File: src/rtl/lut_table_writer_if.sv
// Stream-in / LUT-RAM-write-out bundle for lut_table_writer.
// master = stream source and RAM-side observer, slave = the writer itself.
interface lut_table_writer_if #(
  parameter int unsigned FAN_IN    = 6,
  parameter int unsigned N_NEURONS = 64,
  parameter int unsigned WORD_W    = 8
);
  localparam int unsigned NW = (N_NEURONS > 1) ? $clog2(N_NEURONS) : 1;

  logic [WORD_W-1:0] s_data;
  logic              s_valid;
  logic              s_last;
  logic              s_ready;
  logic              wr_en;
  logic [NW-1:0]     wr_neuron;
  logic [FAN_IN-1:0] wr_addr;
  logic              wr_data;

  modport master (
    output s_data, s_valid, s_last,
    input  s_ready, wr_en, wr_neuron, wr_addr, wr_data
  );

  modport slave (
    input  s_data, s_valid, s_last,
    output s_ready, wr_en, wr_neuron, wr_addr, wr_data
  );
endinterface

File: src/rtl/lut_table_writer.sv
// Unpacks a word stream of truth-table bits into a bit-serial write port feeding the per-neuron
// 2^FAN_IN x 1 LUT RAMs of a LogicNets layer.
module lut_table_writer #(
  parameter int unsigned FAN_IN    = 6,
  parameter int unsigned N_NEURONS = 64,
  parameter int unsigned WORD_W    = 8
) (
  input  logic                clk,
  input  logic                rst,
  input  logic                start,
  input  logic                abort,
  lut_table_writer_if.slave   bus,
  output logic                busy,
  output logic                done,
  output logic                error
);
  localparam int unsigned ENTRIES = 2 ** FAN_IN;
  localparam int unsigned TOTAL   = N_NEURONS * ENTRIES / WORD_W;
  localparam int unsigned NW      = (N_NEURONS > 1) ? $clog2(N_NEURONS) : 1;
  localparam int unsigned IW      = FAN_IN + NW;
  localparam int unsigned WCW     = (TOTAL > 1) ? $clog2(TOTAL) : 1;
  localparam int unsigned RW      = $clog2(WORD_W + 1);

  if ((ENTRIES % WORD_W) != 0) begin : g_bad_word_w
    $error("WORD_W must divide 2**FAN_IN");
  end

  typedef enum logic [1:0] {StIdle, StLoad, StDrain} state_t;

  state_t            state;
  logic [WORD_W-1:0] sreg;
  logic [RW-1:0]     rem;       // bits still queued behind the one currently on the write port
  logic [IW-1:0]     idx;       // flat {neuron, entry} index of the next write
  logic [WCW-1:0]    word_cnt;
  logic              accept;
  logic              final_word;

  assign bus.s_ready = (state == StLoad) && (rem == '0);
  assign accept      = bus.s_valid && bus.s_ready;
  assign final_word  = (word_cnt == WCW'(TOTAL - 1));
  assign busy        = (state != StIdle);

  always_ff @(posedge clk or posedge rst) begin
    if (rst) begin
      state         <= StIdle;
      sreg          <= '0;
      rem           <= '0;
      idx           <= '0;
      word_cnt      <= '0;
      bus.wr_en     <= 1'b0;
      bus.wr_neuron <= '0;
      bus.wr_addr   <= '0;
      bus.wr_data   <= 1'b0;
      done          <= 1'b0;
      error         <= 1'b0;
    end else begin
      done <= 1'b0;
      case (state)
        StIdle: begin
          bus.wr_en <= 1'b0;
          if (start && !abort) begin
            state    <= StLoad;
            idx      <= '0;
            word_cnt <= '0;
            rem      <= '0;
            error    <= 1'b0;
          end
        end
        default: begin
          if (abort) begin
            state     <= StIdle;
            bus.wr_en <= 1'b0;
            rem       <= '0;
            sreg      <= '0;
            error     <= 1'b1;
          end else if (accept) begin
            if (bus.s_last != final_word) begin
              // Framing error: drop the word; nothing else is pending since s_ready implies rem == 0
              bus.wr_en <= 1'b0;
              error     <= 1'b1;
              state     <= StIdle;
            end else begin
              bus.wr_en     <= 1'b1;
              bus.wr_neuron <= idx[IW-1:FAN_IN];
              bus.wr_addr   <= idx[FAN_IN-1:0];
              bus.wr_data   <= bus.s_data[0];
              idx           <= idx + 1'b1;
              sreg          <= bus.s_data >> 1;
              rem           <= RW'(WORD_W - 1);
              word_cnt      <= word_cnt + 1'b1;
              if (final_word) state <= StDrain;
            end
          end else if (rem != '0) begin
            bus.wr_en     <= 1'b1;
            bus.wr_neuron <= idx[IW-1:FAN_IN];
            bus.wr_addr   <= idx[FAN_IN-1:0];
            bus.wr_data   <= sreg[0];
            idx           <= idx + 1'b1;
            sreg          <= sreg >> 1;
            rem           <= rem - 1'b1;
          end else begin
            bus.wr_en <= 1'b0;
            if (state == StDrain) begin
              state <= StIdle;
              done  <= !error;
            end
          end
        end
      endcase
    end
  end
endmodule

File: src/flat_wrapper.sv
// flat-port wrapper written by rule: the top's interface ports become plain ports
module lut_table_writer_flat 
#(
  parameter int unsigned FAN_IN    = 6,
  parameter int unsigned N_NEURONS = 64,
  parameter int unsigned WORD_W    = 8
)
  (clk, rst, start, abort, busy, done, error, bus_s_data, bus_s_valid, bus_s_last, bus_s_ready, bus_wr_en, bus_wr_neuron, bus_wr_addr, bus_wr_data);
  lut_table_writer_if #(.FAN_IN(FAN_IN), .N_NEURONS(N_NEURONS), .WORD_W(WORD_W)) bus_i ();
  input  logic clk;
  input  logic rst;
  input  logic start;
  input  logic abort;
  output logic busy;
  output logic done;
  output logic error;
  input wire logic [$bits(bus_i.s_data)-1:0] bus_s_data;
  input wire logic [$bits(bus_i.s_valid)-1:0] bus_s_valid;
  input wire logic [$bits(bus_i.s_last)-1:0] bus_s_last;
  output wire logic [$bits(bus_i.s_ready)-1:0] bus_s_ready;
  output wire logic [$bits(bus_i.wr_en)-1:0] bus_wr_en;
  output wire logic [$bits(bus_i.wr_neuron)-1:0] bus_wr_neuron;
  output wire logic [$bits(bus_i.wr_addr)-1:0] bus_wr_addr;
  output wire logic [$bits(bus_i.wr_data)-1:0] bus_wr_data;
  assign bus_i.s_data = bus_s_data;
  assign bus_i.s_valid = bus_s_valid;
  assign bus_i.s_last = bus_s_last;
  assign bus_s_ready = bus_i.s_ready;
  assign bus_wr_en = bus_i.wr_en;
  assign bus_wr_neuron = bus_i.wr_neuron;
  assign bus_wr_addr = bus_i.wr_addr;
  assign bus_wr_data = bus_i.wr_data;
  lut_table_writer #(.FAN_IN(FAN_IN), .N_NEURONS(N_NEURONS), .WORD_W(WORD_W)) u_core (.clk(clk), .rst(rst), .start(start), .abort(abort), .bus(bus_i), .busy(busy), .done(done), .error(error));
endmodule
File: config.mk
export PLATFORM = sky130hd
export DESIGN_NAME = lut_table_writer_flat
export DESIGN_NICKNAME = d
export VERILOG_FILES = /design/src/rtl/lut_table_writer_if.sv /design/src/rtl/lut_table_writer.sv /design/src/flat_wrapper.sv
export SDC_FILE = /design/constraint.sdc
export NUM_CORES = 1
export LEC_CHECK = 0
export BUFFER_PORTS_ARGS = -buffer_cell sky130_fd_sc_hd__buf_4
export CORE_AREA = 3 3 71 73
export DETAILED_ROUTE_END_ITERATION = 8
export DIE_AREA = 0 0 74 76
export GPL_TIMING_DRIVEN = 0
export PLACE_DENSITY = 0.75
export SLEW_MARGIN = 25
export SYNTH_ARGS = -nofsm -noshare
export SYNTH_HDL_FRONTEND = slang
export SYNTH_SLANG_ARGS = --single-unit
File: constraint.sdc
create_clock -name clk -period 3.3 [get_ports clk]
set_input_delay 0.66 -clock clk [delete_from_list [all_inputs] [get_ports clk]]
set_output_delay 0.66 -clock clk [all_outputs]
set_load 0.005 [all_outputs]
; After elaboration in Yosys (flattened, before gate mapping)
; Cells that the tools add are included.
[op_classes]
eq_ne = 13
n_shift = 0
div = 0
addsub = 3
bitwise_logic = 2
n_reduce_logical = 24
multipliers = 0
muxes = 53
order_cmp = 0
[ops]
columns = op, n
row1 = $mux 12, 6
row2 = $mux 9, 5
row3 = $mux 6, 6
row4 = $mux 8, 4
row5 = $mux 4, 6
row6 = $mux 1, 18
row7 = $mux 2, 8
row8 = $reduce_and 4->1, 4
row9 = $add 12x1->12 const B, 1
row10 = $reduce_bool 3->1, 4
row11 = $reduce_bool 4->1, 3
row12 = $add 9x1->9 const B, 1
row13 = $eq 9x9->1 const B, 1
row14 = $reduce_and 3->1, 3
row15 = $ne 3x3->1 const B, 2
row16 = $reduce_bool 2->1, 3
row17 = $ne 5x5->1 const B, 1
row18 = $logic_not 4->1, 1
row19 = $ne 2x1->1 const B, 2
row20 = $ne 2x2->1 const B, 2
row21 = $ne 4x3->1 const B, 1
row22 = $ne 4x4->1 const B, 1
row23 = $sub 4x1->4 const B, 1
row24 = $logic_and 1x1->1, 3
row25 = 6 further kinds, 8
[word_totals]
latchBits = 0
in_bits = 14
output_inout_bits = 18
ramBits = 0
mem_bits_ro = 0
elab_cells = 106
register_bits = 51
mem_count = 0

; Longest topological paths before layout
; Gate-level depths: netlist (run 1).
[logic_depth]
depth_word = 6
depth_mapped = 14

; Least setup slack after synthesis (run 1)
; OpenSTA, ideal clock, no wires.
[synth_path]
kind = reg2reg
startpoint = register u_core.word_cnt[0]
endpoint = register u_core.word_cnt[4]
setup_slack_ns = 0.778
t_required_ns = 3.221
synth_period_minus_slack_ns = 2.522
arrival_ns = 2.443
setup_time_ns = 0.079
path_stages_with_launch = 13
cell_sequence = dfrtp_1 ha_1 and2_1 and3_1 ha_1 inv_1 ha_1 and4bb_1 buf_4 and3_1 clkbuf_1 and3_1 mux2i_1
[synth_via]
elab_chain_len = 5
word_cells_on_any_way = 9
classes_between = 1 x add/sub / 3 x eq/ne / 4 x mux / 1 x reduce/logical
[synth_lines]
columns = element, line_no
row1 = start: declaration, lut_table_writer.sv:34  ; logic [WCW-1:0] word_cnt;
row2 = start signal: assignment, lut_table_writer.sv:90  ; word_cnt <= word_cnt + 1'b1;
row3 = $add 9x1->9, lut_table_writer.sv:90
row4 = $mux 9, lut_table_writer.sv:77  ; if (bus.s_last != final_word) begin
row5 = $mux 9, lut_table_writer.sv:76  ; end else if (accept) begin
row6 = $mux 9, lut_table_writer.sv:70  ; if (abort) begin
row7 = $mux 9, lut_table_writer.sv:58  ; case (state)
; Parallel ways exist; a longest one is shown, timed or not. The select of a mux whose other input is x is not followed.
; A chain may end at the register's enable or synchronous reset.

; Worst setup path in the final report (run 1)
; Ends and elaborated chain as after synthesis.

==> results of run 1 <==
## worst paths after layout
path / startpoint / endpoint / slack [ns] / cells past startpoint
max in group asynchronous: rst / u_core.idx[2]$_DFFE_PP0P_ / 2.46 / 2
min in group clk: u_core.bus.wr_neuron[3]$_DFFE_PP0P_ / u_core.bus.wr_neuron[3]$_DFFE_PP0P_ / 0.48 / 2
worst max-delay path: u_core.word_cnt[0]$_DFFE_PP0P_ / u_core.word_cnt[4]$_DFFE_PP0P_ / 0.49 / 12
worst min register to register: u_core.bus.wr_neuron[3]$_DFFE_PP0P_ / u_core.bus.wr_neuron[3]$_DFFE_PP0P_ / 0.48 / 2
worst min-delay path: rst / u_core.bus.wr_neuron[1]$_DFFE_PP0P_ / 0.44 / 2
worst max register to register: u_core.word_cnt[0]$_DFFE_PP0P_ / u_core.word_cnt[4]$_DFFE_PP0P_ / 0.49 / 12
## where the power goes
part | internal [W] | leakage, nW | switching (W) | total, W
Sequential | 0.000698 | 0.689 | 0.0000744 | 0.000772
Clock | 0.000243 | 0.0573 | 0.000198 | 0.000441
Combinational | 0.000256 | 0.754 | 0.000334 | 0.000590
## cells in the final DEF (no fill, tap or decap), types with 3 or more instances in the layout
cell / synthesis / layout
and3_1: 6 / 6
buf_2: 6 / 6
or3_1: 5 / 5
ha_1: 5 / 5
o21ai_0: 26 / 26
buf_4: 4 / 35
o21ai_1: 8 / 8
clkbuf_8: 0 / 6
dfrtp_1: 50 / 50
a21oi_1: 9 / 9
nand3_1: 9 / 9
a22o_1: 3 / 3
and4_1: 3 / 3
a21o_1: 3 / 3
clkbuf_1: 4 / 4
nor3_1: 5 / 5
nand2_1: 55 / 55
inv_1: 10 / 9
nand4_1: 7 / 7
mux2i_1: 12 / 12
nor2_1: 6 / 6
and2_1: 4 / 4
a31oi_1: 3 / 3
## state kept, by name, summed over array words and instances (netlist names)
| name | flops |
|---|---|
| u_core.idx | 12 |
| u_core.sreg | 7 |
| u_core.bus.wr_en | 1 |
| u_core.bus.wr_neuron | 6 |
| u_core.rem | 4 |
| u_core.bus.wr_addr | 6 |
| u_core.error | 1 |
| u_core.word_cnt | 9 |
| u_core.bus.wr_data | 1 |
| u_core.done | 1 |
| u_core.state | 2 |
## stage by stage
step	utilization, %	cells	cell area [um2]	total power (W)	worst slack [ns]
final	67.0	359	2960	0.00180	0.494
after detailed placement	64.5	352	2850	0.00137	0.508
after CTS	67.0	359	2960	0.00182	0.483
after global routing	67.0	359	2960	0.00193	0.313
after global placement	64.4	352	2840	0.00135	0.573
after floorplan	-	269	2540	0.00118	0.778
## area by class of cell
class	instances	area (um2)	share of cell area (%)
Buffer	15	86.3	2.92
Tap cell	52	65.1	2.20
Clock buffer	6	82.6	2.79
Multi-Input combinational cell	192	1160	39.3
Sequential cell	50	1250	42.3
Timing Repair Buffer	31	233	7.87
Inverter	12	47.5	1.61
Clock inverter	1	30.0	1.02
## routing by layer
metal	GRT usage (%)	up-vias	wire length [um]
met5	0	-	0
met2	34.0	36	2540
met3	3.56	6	197
li1	-	1025	-
met1	27.9	944	2470
met4	5.62	0	68
## logic make-up after synthesis
logic type	synth area share [%]
buffers and inverters	5.16
and+or+nand+nor	22.1
DFF	49.2
adders and majority gates	2.46
muxes	4.72
AOI/OAI and AO/OA	16.4
==> out/metrics.cfg, run 1 <==
[placed_design]
io_buffers = 31
dp_hpwl_um = 3750
place_congestion = 0.798

[synthesis]
avgSynthCellArea_um2 = 9.46
ys_top_cells_by_area = dfrtp_1 (49%), nand2_1 (8.1%), o21ai_0 (5.1%)
synth_seq_cells = 50
post-synth-top-count-cell = nand2_1
synth.top_cell.area_share_pct = 49.2
synth-seq-area-share_pct = 49.2
syn-cell-area_um2 = 2540
synth.largest_area_cell = dfrtp_1
synth_flop_cell = dfrtp_1
synthCells = 269
synth_nets = 288
synth.distinct_cells = 46
yosys_warnings = 0
synth_edf_count = 0
ys_async_sr_fraction_pct = 100
synthTopCellsByCount = nand2_1 (55), dfrtp_1 (50), o21ai_0 (26), mux2i_1 (12), inv_1 (10)

[setup_path]
required_ns = 3.52
worstSetupPathType = reg -> reg
critPathLaunchType = flop
end_kind = flop
crit_family = simple AND/OR/NAND/NOR gates
worst-path-max-fanout = 10
arrival_ns = 3.03
worstPathCellList = ha_1, and2_1, and3_1, ha_1, inv_1, ha_1, and4bb_1, buf_4, and3_1, clkbuf_1, and3_1, mux2i_1
slowest_stage = dfrtp_1
slowest_delay_ns = 0.42
cp_num_buf_inv = 3

[die]
die_h_um = 76
initial_core_util_pct = 57.7
dieWidth_um = 74
io_pins = 32
dieArea_um2 = 5620
num_rows = 24
core-area_um2 = 4410

[global_routing]
track_usage_pct = 20.7
grt_max_degree = 51
grt_overflow = 0
grt_pass1_wl_um = 9410
antenna_found_initial = 0
grt_pass1_vias = 2050

[run]
cap_violations = 0

[detailed_routing]
routed_wl_um = 5280
vias = 2011
drc_errors = 0
wire_per_inst_um = 14.7
avgViaCountPerCell = 5.60
drt-initial-drc-count = 87
firstDrtPassIters = 4
antenna_left = 0

[cts]
cts-root-buf = clkbuf_8
numCtsBuffers = 5
cts_max_level = 2
cts.sinks = 50
insertion_delay_ns = 0.30
cts_tree = built
hold_buffers = 0
clk_pin_slew_worst_paths_ns = 0.09
post_cts_buffers = 0
cts.repair.resized = 0
clockBufferDepth = 2

[finish]
final_nets = 326
syn2layout_area_growth_pct = 16.2
nFillCells = 391
layout-drive-gt1-share_pct = 19.5
diodes = 0

[sta]
setup_viol = 0
timing.fmax_mhz = 356
min_period_ns = 2.81
slew_viol_final = 0
relSlewSlack_pct = 58.2
rsz0062_at_grt = false
fin_hold_ws_ns = 0.436
finalHoldViolations = 0
finalSetupTns_ns = 0
min_period_over_period_pct = 85.0
worst_pin_slew_ns = 0.618
fin_worst_skew_ns = 0.00741

[power_and_ir_drop]
peakVddDrop_mv = 0.308
p_per_area_nw_per_um2 = 610
power.leakage_nw = 1.50

[min_path]
hold_path_class = in -> async

[outcome]
outcome = finished clean

Note: power is estimated with default switching activity, not from simulation.
==> run 2: changes to the inputs <==
--- a/config.mk
+++ b/config.mk
@@ -6,9 +6,9 @@
 export NUM_CORES = 1
 export LEC_CHECK = 0
 export BUFFER_PORTS_ARGS = -buffer_cell sky130_fd_sc_hd__buf_4
-export CORE_AREA = 3 3 71 73
+export CORE_AREA = 2 2 70 72
 export DETAILED_ROUTE_END_ITERATION = 8
-export DIE_AREA = 0 0 74 76
+export DIE_AREA = 0 0 72 74
 export GPL_TIMING_DRIVEN = 0
 export PLACE_DENSITY = 0.75
 export SLEW_MARGIN = 25
==> run 2 against run 1 <==
  * Sequential share of layout area grew 0.054 points
  * Highest routed layer unchanged
  * Critical endpoint unchanged
  * Final cell count up 0.84%
  * Non-clock buffer count did not move
  * Total power fell by 1.7%
  * Register-to-register slack improved by 0.06 ns
  * Flip-flop and latch count stayed put
  * Final area shrank 0.13%
  * Clock-buffer cell count rose by 1
  * Largest cell class unchanged
  * Die area down 5.3%
  * Utilization fell by 2.8 points
  * Wire length fell by 4.9%
==> out/metrics.cfg, run 2 (synthesized netlist as in run 1, its figures left out) <==
[cts]
hold_buffers = 0  ; unchanged
cts.repair.resized = 0  ; unchanged
numCtsBuffers = 5  ; unchanged
cts_tree = built
clk_pin_slew_worst_paths_ns = 0.08  ; about the same
cts.sinks = 50  ; unchanged
post_cts_buffers = 0  ; unchanged
cts_max_level = 2  ; unchanged
cts-root-buf = clkbuf_8
insertion_delay_ns = 0.30  ; about the same
clockBufferDepth = 2  ; unchanged

[die]
num_rows = 25  ; +4.2%
initial_core_util_pct = 55.3  ; -2.3 points
die_h_um = 74  ; -2.6%
dieArea_um2 = 5330  ; -5.3%
dieWidth_um = 72  ; -2.7%
io_pins = 32  ; unchanged
core-area_um2 = 4600  ; +4.2%

[finish]
top_register = u_core.idx
final_nets = 326  ; unchanged
final_core_util_pct = 64.2  ; -2.8 points
syn2layout_area_growth_pct = 16.1
largest_reg_flops = 12  ; unchanged
diodes = 0  ; unchanged
largestRegisters = u_core.idx (12), u_core.word_cnt (9), u_core.sreg (7)
mostFrequentLayoutCell = nand2_1
layout-drive-gt1-share_pct = 19.2  ; -0.39 points
final_cell_mix = nand2_1 (55), dfrtp_1 (50), buf_4 (35)

[setup_path]
required_ns = 3.53  ; about the same
end_kind = flop
crit_family = simple AND/OR/NAND/NOR gates
worst-path-max-fanout = 10  ; unchanged
arrival_ns = 2.97  ; -0.06 ns
slowest_stage = dfrtp_1
cp_num_buf_inv = 3  ; unchanged
critPathLaunchType = flop
slowest_delay_ns = 0.41  ; about the same
worstSetupPathType = reg -> reg
worstPathCellList = ha_1, and2_1, and3_1, ha_1, inv_1, ha_1, and4bb_1, buf_4, and3_1, clkbuf_1, and3_1, mux2i_1

[global_routing]
grt_pass1_wl_um = 8710  ; -7.5%
grt_overflow = 0  ; unchanged
antenna_found_initial = 0  ; unchanged
grt_max_degree = 51  ; unchanged
track_usage_pct = 20.4  ; -0.27 points
grt_pass1_vias = 1964  ; -4.2%

[outcome]
outcome = finished clean

[sta]
rsz0062_at_grt = false
slew_viol_final = 0  ; unchanged
fin_worst_skew_ns = 0.00613  ; -0.00129 ns
min_period_over_period_pct = 83.3  ; -1.7 points
finalSetupTns_ns = 0  ; unchanged
min_period_ns = 2.75  ; -0.0575 ns
relSlewSlack_pct = 59.9  ; +1.7 points
finalHoldViolations = 0  ; unchanged
setup_viol = 0  ; unchanged
worst_pin_slew_ns = 0.601  ; -0.0172 ns
timing.fmax_mhz = 364  ; +2.1%

[min_path]
hold_path_class = in -> async

[detailed_routing]
antenna_left = 0  ; unchanged
avgViaCountPerCell = 5.64  ; +0.65%
routed_wl_um = 5020  ; -4.9%
wire_per_inst_um = 13.9  ; -5.7%
firstDrtPassIters = 4  ; unchanged
drc_errors = 0  ; unchanged
drt-initial-drc-count = 120  ; +38%
vias = 2041  ; +1.5%

[power_and_ir_drop]
p_per_area_nw_per_um2 = 600  ; -1.6%
power.leakage_nw = 1.50  ; -0.32%
peakVddDrop_mv = 0.292  ; -5.0%
total_power_w = 0.00177  ; -1.7%

[placed_design]
dp_hpwl_um = 3610  ; -3.7%
place_congestion = 0.810  ; +1.6%
io_buffers = 31  ; unchanged

[run]
cap_violations = 0  ; unchanged

## run 2: worst paths after layout
check / cells after the start / slack, ns / from / end
max reg2reg: 12 / 0.55 / u_core.word_cnt[0]$_DFFE_PP0P_ / u_core.word_cnt[4]$_DFFE_PP0P_
min reg2reg: 1 / 0.48 / u_core.idx[11]$_DFFE_PP0P_ / u_core.idx[11]$_DFFE_PP0P_
min: 2 / 0.43 / rst / u_core.bus.wr_addr[4]$_DFFE_PP0P_
min in group clk: 1 / 0.48 / u_core.idx[11]$_DFFE_PP0P_ / u_core.idx[11]$_DFFE_PP0P_
max: 12 / 0.55 / u_core.word_cnt[0]$_DFFE_PP0P_ / u_core.word_cnt[4]$_DFFE_PP0P_
max in group asynchronous: 2 / 2.46 / rst / u_core.rem[3]$_DFFE_PP0P_
## run 2: area by class of cell
cell class / count / area (um2)
plain buffers: 15 / 86.3
flip-flops and latches: 50 / 1250
well taps: 54 / 67.6
repair buffers: 31 / 233
clock inverters: 1 / 30.0
fillers: 388 / 1640
clock buffers: 7 / 76.3
multi-input cells: 192 / 1160
inverters: 12 / 47.5
## run 2: metal layers
metal | up-vias | GRT usage, % | part of all wire, %
met1 | 983 | 26.1 | 45
met5 | - | 0 | 0
met3 | 5 | 3.52 | 3.0
met2 | 26 | 36.4 | 51
met4 | 0 | 5.45 | 0.98
li1 | 1027 | - | -
## run 2: power breakdown
group / switching (W) / internal, W / total, W
Clock: 0.000194 / 0.000227 / 0.000421
Sequential: 0.0000714 / 0.000698 / 0.000770
Combinational: 0.000325 / 0.000257 / 0.000582
## run 2: metrics by stage
stage	setup slack, ns	hold WS [ns]	instance area [um2]	cells
2_1_floorplan	0.778	0.430	2540	269
3_3_place_gp	0.580	0.453	2850	354
3_5_place_dp	0.546	0.458	2850	354
4_1_cts	0.525	0.456	2950	362
5_1_grt	0.335	0.500	2950	362
6_report	0.551	0.434	2950	362
==> run 3: changes to the inputs <==
--- a/config.mk
+++ b/config.mk
@@ -5,10 +5,11 @@
 export SDC_FILE = /design/constraint.sdc
 export NUM_CORES = 1
 export LEC_CHECK = 0
+export ABC_AREA = 1
 export BUFFER_PORTS_ARGS = -buffer_cell sky130_fd_sc_hd__buf_4
-export CORE_AREA = 2 2 70 72
+export CORE_AREA = 2 2 73 75
 export DETAILED_ROUTE_END_ITERATION = 8
-export DIE_AREA = 0 0 72 74
+export DIE_AREA = 0 0 75 77
 export GPL_TIMING_DRIVEN = 0
 export PLACE_DENSITY = 0.75
 export SLEW_MARGIN = 25
==> constraint.sdc (replaced) <==
create_clock -name clk -period 2.6 [get_ports clk]
set_input_delay 0.52 -clock clk [delete_from_list [all_inputs] [get_ports clk]]
set_output_delay 0.52 -clock clk [all_outputs]
set_load 0.005 [all_outputs]
==> run 3 against run 2 <==
  * Clock-buffer cell count is 1 lower
  * Total power is 76% higher
  * Final cell count up 37%
  * Register-to-register slack worse by 0.40 ns
  * Critical path depth grew 3
  * Synthesized cell count up 43%
  * Largest cell class is now multi-input combinational cells
==> out/metrics.cfg, run 3 <==
[sta]
min_period_over_period_pct = 94.3  ; +11 points
setup_viol = 0  ; unchanged
fin_worst_skew_ns = 0.00944  ; +0.00332 ns
worst_pin_slew_ns = 0.622  ; +0.0212 ns
layout_setup_ws_ns = 0.149  ; -0.402 ns
fin_hold_ws_ns = 0.294  ; -0.140 ns
finalHoldViolations = 0  ; unchanged
slew_viol_final = 0  ; unchanged
timing.fmax_mhz = 408  ; +12%
relSlewSlack_pct = 58.5  ; -1.4 points
min_period_ns = 2.45  ; -0.298 ns

[finish]
final_core_util_pct = 66.8  ; +2.5 points
diodes = 0  ; unchanged
final_nets = 445  ; +37%
final_cell_mix = nand2_1 (170), dfrtp_1 (50), buf_4 (37)
mostFrequentLayoutCell = nand2_1
syn2layout_area_growth_pct = 18.5
top_register = u_core.idx
largestRegisters = u_core.idx (12), u_core.word_cnt (9), u_core.sreg (7)
layout-drive-gt1-share_pct = 19.0  ; -0.19 points
largest_reg_flops = 12  ; unchanged

[synthesis]
synth-seq-area-share_pct = 44.6  ; -4.5 points
synthTopCellsByCount = nand2_1 (173), dfrtp_1 (50), inv_1 (30), nand3_1 (28), nor2_1 (26)
synth_flop_cell = dfrtp_1
synth.mux.area_fraction_pct = 0  ; -4.7 points
synth_nets = 404  ; +40%
synth.largest_area_cell = dfrtp_1
synth.top_cell.area_share_pct = 44.6  ; -4.5 points
yosys_warnings = 0  ; unchanged
synth_seq_cells = 50  ; unchanged
synthSimpleGateAreaFrac_pct = 36.9  ; +15 points
synth.distinct_cells = 27  ; -41%
post-synth-top-count-cell = nand2_1
ys_async_sr_fraction_pct = 100  ; unchanged
synthCells = 385  ; +43%
avgSynthCellArea_um2 = 7.28  ; -23%
synthAdderAreaFrac_pct = 2.23  ; -0.23 points
syn-cell-area_um2 = 2800  ; +10%
synth_compound_area_share_pct = 7.50  ; -8.9 points
synth_top_family_by_area = simple AND/OR/NAND/NOR gates
synth_edf_count = 0  ; unchanged
synth-xor-area-share_pct = 1.56  ; +1.6 points
ys_top_cells_by_area = dfrtp_1 (45%), nand2_1 (23%), nand3_1 (5.0%)

[global_routing]
grt_max_degree = 51  ; unchanged
grt_pass1_wl_um = 10700  ; +22%
grt_overflow = 0  ; unchanged
track_usage_pct = 23.7  ; +3.3 points
antenna_found_initial = 0  ; unchanged
grt_pass1_vias = 2359  ; +20%

[die]
initial_core_util_pct = 56.3  ; +0.99 points
dieArea_um2 = 5780  ; +8.4%
die_h_um = 77  ; +4.1%
core-area_um2 = 4980  ; +8.2%
dieWidth_um = 75  ; +4.2%
num_rows = 26  ; +4.0%
io_pins = 32  ; unchanged

[setup_path]
cp_num_buf_inv = 3  ; unchanged
required_ns = 2.80  ; -0.73 ns
slowest_stage = dfrtp_1
critPathLaunchType = flop
crit_family = simple AND/OR/NAND/NOR gates
worstSetupPathType = reg -> reg
worstPathCellList = ha_2, nand2_1, nor2_2, nand3_2, nor2_1, ha_1, inv_1, ha_1, inv_2, nand4_1, nand2_2, nand2_4, buf_6, nand2_1, o21ai_1
slowest_delay_ns = 0.39  ; -0.02 ns
end_kind = flop
worst-path-max-fanout = 10  ; unchanged
arrival_ns = 2.65  ; -0.32 ns

[cts]
hold_buffers = 0  ; unchanged
cts_tree = built
clockBufferDepth = 2  ; unchanged
clk_pin_slew_worst_paths_ns = 0.10  ; +0.02 ns
cts.sinks = 50  ; unchanged
numCtsBuffers = 5  ; unchanged
cts_max_level = 2  ; unchanged
cts-root-buf = clkbuf_8
insertion_delay_ns = 0.31  ; about the same

[outcome]
outcome = finished clean

[detailed_routing]
antenna_left = 0  ; unchanged
firstDrtPassIters = 5  ; +1
avgViaCountPerCell = 5.00  ; -11%
wire_per_inst_um = 12.5  ; -9.6%
drt-initial-drc-count = 147  ; +23%
vias = 2483  ; +22%
drc_errors = 0  ; unchanged
routed_wl_um = 6230  ; +24%

[placed_design]
io_buffers = 31  ; unchanged
place_congestion = 0.866  ; +6.9%
pre_cts_ws_ns = 0.0524  ; -0.494 ns
dp_hpwl_um = 4360  ; +21%

[min_path]
hold_path_class = in -> async

[power_and_ir_drop]
peakVddDrop_mv = 0.594  ; +100%
total_power_w = 0.00312  ; +76%
p_per_area_nw_per_um2 = 939  ; +57%
power.leakage_nw = 1.83  ; +22%

[run]
cap_violations = 0  ; unchanged

[run 3: cell types whose count changed after synthesis, moves of 4 or more]
cell and delta:
o21ai_0 -7, mux2i_1 -12, or3_1 -5, nor2_1 +20, and3_1 -6, xor2_1 +5
inv_1 +20, nor2_4 +4, o21ai_2 +5, nand2_1 +118, and2_1 -4, nand3_1 +19
o21ai_1 -7
[run 3: area by class of cell]
type / count / area, um2
buffer: 11 / 82.6
clock inverter: 2 / 60.1
fill: 444 / 1650
inverter: 33 / 129
multi-input combinational: 291 / 1380
clock buffer: 6 / 82.6
sequential: 50 / 1250
timing repair buffer: 34 / 255
tap: 70 / 87.6
[run 3: timing repair]
action / CTS / global route
setup endpoints to repair: 0 / 43
setup buffers: 0 / 3
resized for setup: 0 / 13
[run 3: layer usage]
layer  part of all wire (%)  GRT usage, %  up-vias
met2                     51          38.2       27
met3                    2.3          3.94        2
met5                      0             0        -
met1                     46          32.6     1168
li1                       -             -     1286
met4                   0.56          6.79        0
[run 3: path summary, 6_finish.rpt]
check                           cells after the start                      startpoint  slack [ns]                        endpoint
min in group clk                                    2                           abort        0.42           u_core.done$_DFF_PP0_
worst min-delay path                                2                             rst        0.29  u_core.word_cnt[1]$_DFFE_PP0P_
worst max register to register                     15  u_core.word_cnt[0]$_DFFE_PP0P_        0.15  u_core.word_cnt[8]$_DFFE_PP0P_
worst min register to register                      1        u_core.error$_DFFE_PP0P_        0.48           u_core.done$_DFF_PP0_
max in group asynchronous                           2                             rst        1.88       u_core.idx[5]$_DFFE_PP0P_
worst max-delay path                               15  u_core.word_cnt[0]$_DFFE_PP0P_        0.15  u_core.word_cnt[8]$_DFFE_PP0P_
[run 3: power breakdown]
group	internal (W)	leakage [nW]	switching [W]
Combinational	0.000500	1.07	0.000878
Sequential	0.000928	0.685	0.000137
Clock	0.000411	0.0714	0.000269
Total	0.00184	1.83	0.00128
[run 3: logic make-up (layout without fill, tap and decap cells)]
| group | after synthesis | after routing |
|---|---|---|
| AND/OR/NAND/NOR | 247 | 247 |
| flip-flops | 50 | 50 |
| buffers and inverters | 44 | 86 |
| AO/OA/AOI/OAI | 34 | 34 |
| adder cells (fa/ha/maj) | 5 | 5 |
| XOR/XNOR | 5 | 5 |
[run 3: metrics by stage]
stage                     area, um2  instances  TNS, ns
after floorplan                2800        385        0
after global placement         3120        486        0
after detailed placement       3130        486        0
after CTS                      3270        494        0
after global routing           3320        497   -0.238
final                          3320        497        0
